<file path="src/rtl/register_file_writer.sv">
// Queued write port for an 8x16 register file: buffers requests, drains them in order, reports pending hazards.
// Optional forwarding of the newest pending data is enabled by defining REGISTER_FILE_WRITER_FORWARD_EN.
module register_file_writer #(
  parameter int DEPTH = 4,
  parameter int WIDTH = 16
) (
  input  logic                     clock,
  input  logic                     reset,
  input  logic                     in_valid,
  output logic                     in_ready,
  input  logic [WIDTH-1:0]         in_data,
  input  logic [2:0]               in_addr,
  input  logic                     drain_en,
  output logic [WIDTH-1:0]         D,
  output logic [2:0]               DA,
  output logic                     W,
  output logic [$clog2(DEPTH):0]   count,
  input  logic [2:0]               hz_addr,
  output logic                     hz_pending,
  output logic                     fwd_hit,
  output logic [WIDTH-1:0]         fwd_data
);

  localparam int AW = $clog2(DEPTH);
  localparam logic [AW:0] FULL = (AW+1)'(DEPTH);

  logic [WIDTH-1:0] r_mem_data [DEPTH];
  logic [2:0]       r_mem_addr [DEPTH];
  logic [AW-1:0]    r_wr_ptr;
  logic [AW-1:0]    r_rd_ptr;
  logic [AW:0]      r_count;
  logic [WIDTH-1:0] r_d;
  logic [2:0]       r_da;
  logic             r_w;

  logic             w_push;
  logic             w_pop;
  logic [DEPTH-1:0] w_match;

  // A full queue refuses pushes even when a pop happens on the same edge.
  assign in_ready = (r_count < FULL);
  assign w_push   = in_valid && in_ready;
  assign w_pop    = (r_count != '0) && drain_en;

  assign D     = r_d;
  assign DA    = r_da;
  assign W     = r_w;
  assign count = r_count;

  always_ff @(posedge clock) begin
    if (reset && w_push) begin
      r_mem_data[r_wr_ptr] <= in_data;
      r_mem_addr[r_wr_ptr] <= in_addr;
    end
  end

  always_ff @(posedge clock) begin
    if (!reset) begin
      r_wr_ptr <= '0;
      r_rd_ptr <= '0;
      r_count  <= '0;
      r_d      <= '0;
      r_da     <= '0;
      r_w      <= 1'b0;
    end else begin
      if (w_push) begin
        r_wr_ptr <= r_wr_ptr + AW'(1);
      end
      if (w_pop) begin
        r_rd_ptr <= r_rd_ptr + AW'(1);
        r_d      <= r_mem_data[r_rd_ptr];
        r_da     <= r_mem_addr[r_rd_ptr];
        r_w      <= 1'b1;
      end else begin
        r_w      <= 1'b0;
      end
      case ({w_push, w_pop})
        2'b10:   r_count <= r_count + (AW+1)'(1);
        2'b01:   r_count <= r_count - (AW+1)'(1);
        default: r_count <= r_count;
      endcase
    end
  end

  // A slot is live when its distance from the read pointer is below count.
  generate
    for (genvar gi = 0; gi < DEPTH; gi++) begin : g_slot
      logic [AW-1:0] w_off;
      assign w_off       = AW'(gi) - r_rd_ptr;
      assign w_match[gi] = ({1'b0, w_off} < r_count) && (r_mem_addr[gi] == hz_addr);
    end
  endgenerate

  assign hz_pending = (|w_match) || (r_w && (r_da == hz_addr));

`ifdef REGISTER_FILE_WRITER_FORWARD_EN
  logic [WIDTH-1:0] w_fwd_data;

  // Walk oldest to newest so the youngest matching entry wins.
  always_comb begin
    w_fwd_data = '0;
    if (r_w && (r_da == hz_addr)) begin
      w_fwd_data = r_d;
    end
    for (int k = 0; k < DEPTH; k++) begin
      if (w_match[r_rd_ptr + AW'(k)]) begin
        w_fwd_data = r_mem_data[r_rd_ptr + AW'(k)];
      end
    end
  end

  assign fwd_hit  = hz_pending;
  assign fwd_data = w_fwd_data;
`else
  assign fwd_hit  = 1'b0;
  assign fwd_data = '0;
`endif

endmodule

</file>
<file path="config.mk">
export PLATFORM = sky130hd
export DESIGN_NAME = register_file_writer
export DESIGN_NICKNAME = d
export VERILOG_FILES = /design/src/rtl/register_file_writer.sv
export SDC_FILE = /design/constraint.sdc
export NUM_CORES = 1
export LEC_CHECK = 0
export ABC_CLOCK_PERIOD_IN_PS = 2700
export CORE_MARGIN = 8
export CORE_UTILIZATION = 41
export DETAILED_ROUTE_END_ITERATION = 10
export PLACE_DENSITY = 0.73
export SKIP_CTS_REPAIR_TIMING = 1
export SKIP_LAST_GASP = 1
export SLEW_MARGIN = 20
export SYNTH_ARGS = -nofsm -noshare
export SYNTH_HDL_FRONTEND = slang
export SYNTH_SLANG_ARGS = --single-unit
</file>
<file path="constraint.sdc">
create_clock -name clock -period 2.7 [get_ports clock]
set_input_delay 0.54 -clock clock [delete_from_list [all_inputs] [get_ports clock]]
set_output_delay 0.54 -clock clock [all_outputs]
set_load 0.05 [all_outputs]
</file>
==> flow_summary.ini <==
[synth]
yosys-top-cells-area = edfxtp_1 (52%), dfxtp_1 (12%), mux4_2 (8.8%), xnor2_1 (4.0%), nand2_1 (3.5%)
synth_top_area_frac = 0.523
yosys_warnings = 0
synthFlopType = edfxtp_1
synth-edff-count = 76
synth_area_per_cell_um2 = 15.1
synthesis.instances = 289
synth_cell_types = 33
synth_async_sr_flop_share = 0
yosys.cell_count.top_type = edfxtp_1
synth_top_cells_by_count = edfxtp_1 (76), nand2_1 (41), dfxtp_1 (27)
ys_ff_latch = 103
synthesis.area_um2 = 4360
yosysTopAreaCell = edfxtp_1
yosysSeqAreaShare = 0.647

[final_layout]
design_area_um2 = 5160
nNetsFinal = 380
final_util = 0.499
syn2layout_area_growth_pct = 18.2
multi_input_area_um2 = 1320
diodes = 0
seq_area_um2 = 2830
fill_cells = 899
drive_above_1_share = 0.143

[setup_path]
worst_r2r_startpoint = count[2]
end_kind = output pin
crit_fanout = 5
critPathMaxStageDelay_ns = 0.39
path_delay_family = simple AND/OR/NAND/NOR gates
r2r_slack_ns = 0.65
path_class = flip-flop to output pin
reg2reg_to = count[2]
cp_slowest_cell = dfxtp_2
rr_worst_depth = 8
startpoint_type = flip-flop
crit_buf_inv = 2
cp.required_ns = 2.16
cp.arrival_ns = 2.00
path_cells = inv_2 -> ha_1 -> a21oi_1 -> o21ai_0 -> nand4_1 -> and3_1 -> nand3_1 -> buf_12

[sta]
setup_tns_ns = 0
maxSlewViolCount = 0
rsz0062_at_grt = no
fin_skew_ns = 0.0125
fin_ws_ns = 0.164
fmax_mhz = 394
slew_headroom = 0.661
whs_ns = 0.458
setup_viol = 0
period_share = 0.939
tightest_slew_ns = 0.507
hold_viol_final = 0
fin_crit_ns = 2.54

[route]
drtIter0Drc = 89
vias_per_cell = 4.87
drt-wirelength-per-cell_um = 17.2
vias = 2361
drt_wl_total_um = 8360
dr.pass1.iters = 4
drtAntennaViolNets = 0
drc_errors = 0

[job]
drv_cap = 0

[die]
floorplan.initialDensity = 0.423
fp.dieH_um = 119
core-area_um2 = 10300
design.die.area_um2 = 14200
die_w_um = 119
num_rows = 37
io_pins = 68

[global_route]
grt_pass1_wl_um = 13300
grt_max_degree = 25
grt.total_usage = 0.120
grt.overflow.total = 0
antenna_found_initial = 0
grt_pass1_vias = 2503

[placed_design]
dp_hpwl_um = 5540
port-buffer-count = 50
place_ws_ns = 0.196
place_congestion = 0.773
placed_area_um2 = 4950

[power_and_ir_drop]
seqPwrFrac = 0.423
power_density_nw_per_um2 = 922
p_clk_frac = 0.205
p_switching_mw = 1.72
p_int_mw = 3.03
p_leak_nw = 1.73
peakVddDrop_v = 0.000429
p_sw_frac = 0.362
combPwrFrac = 0.371

[outcome]
status = finished, final reports clean

[min_path]
min_path_type = flip-flop to flip-flop
hold_path_startpoint = D[14]
min_to = D[14]
hold-path-cell-count = 2

[clocking]
cts_root_buf = clkbuf_8
clock_path_buffers = 2
worstSkewPairLatency_ns = 0.36
clk_pin_slew_ns = 0.10
cts_tree = done
numClockSinks = 103
htreeDepth = 3
cts_buffers = 9
[power groups by stage]
stage	clock [mW]	combinational, mW	sequential, mW
2_1_floorplan	0	1.00	2.36
3_3_place_gp	0	1.76	2.04
3_5_place_dp	0	1.78	2.05
4_1_cts	1.02	1.79	2.01
5_1_grt	1.06	1.91	2.03
6_report	0.976	1.77	2.01
[logic make-up (layout without fill, tap and decap cells)]
family	after synthesis	in the layout	share of synthesized area
flops	103	103	0.647
simple gates	60	60	0.0617
buf+inv	43	87	0.0637
compound gates	32	32	0.0545
xor+xnor	21	21	0.0422
mux	19	19	0.0998
fa+ha+maj	10	10	0.0304
other cells	1	17	0.000860
[through the flow]
| step | total power [mW] | cells |
|---|---|---|
| floorplan | 3.37 | 305 |
| global placement | 3.79 | 469 |
| detailed placement | 3.83 | 469 |
| CTS | 4.82 | 485 |
| global route | 5.01 | 485 |
| finish | 4.75 | 485 |
[flip-flops by register name, summed over array words and instances, names as in the netlist]
| register | flops |
|---|---|
| D | 16 |
| DA | 3 |
| W | 1 |
| count | 3 |
| r_mem_addr | 12 |
| r_mem_data | 64 |
| r_rd_ptr | 2 |
| r_wr_ptr | 2 |
[worst min-delay path: stages (launching register included)]
cell,delay (ns)
dfxtp_1,0.32
nand2_1,0.05
a21boi_1,0.05
[area by class of cell]
cell class,instances,share of cell area
flip-flops and latches,103,0.548
multi-input cells,159,0.256
repair buffers,61,0.116
well taps,136,0.0330
clock buffers,9,0.0240
clock inverters,7,0.0155
inverters,10,0.00728
[layer usage]
layer / vias up / GRT usage / share of wire
met5: - / 0 / 0
met4: 0 / 0.0458 / 0.011
met2: 75 / 0.202 / 0.49
met3: 10 / 0.0350 / 0.075
li1: 1117 / - / -
met1: 1159 / 0.143 / 0.42
[cell usage in the layout, fill, tap and decap left out, types with 3 or more instances in the layout]
cell type	synthesis	layout
edfxtp_1	76	76
clkdlybuf4s50_1	0	49
nand2_1	41	41
dfxtp_1	27	25
xnor2_1	20	20
a21boi_1	19	19
mux4_2	17	17
conb_1	1	17
buf_4	18	10
ha_1	9	9
clkbuf_8	0	9
inv_1	9	8
and2_1	6	6
and3_1	5	5
a21oi_1	5	5
o2111ai_1	3	3
o21ai_0	3	3
[how the worst max path moves through the flow]
| stage | depth (start not counted) | start | endpoint |
|---|---|---|---|
| finish | 8 | count[1] | hz_pending |
| global route | 8 | r_rd_ptr[1] | hz_pending |
| CTS | 8 | count[1] | hz_pending |
| detailed placement | 9 | drain_en | count[2] |
| global placement | 6 | hz_addr[0] | hz_pending |
| floorplan | 7 | count[1] | hz_pending |
Note: power is estimated with default switching activity, not from simulation.
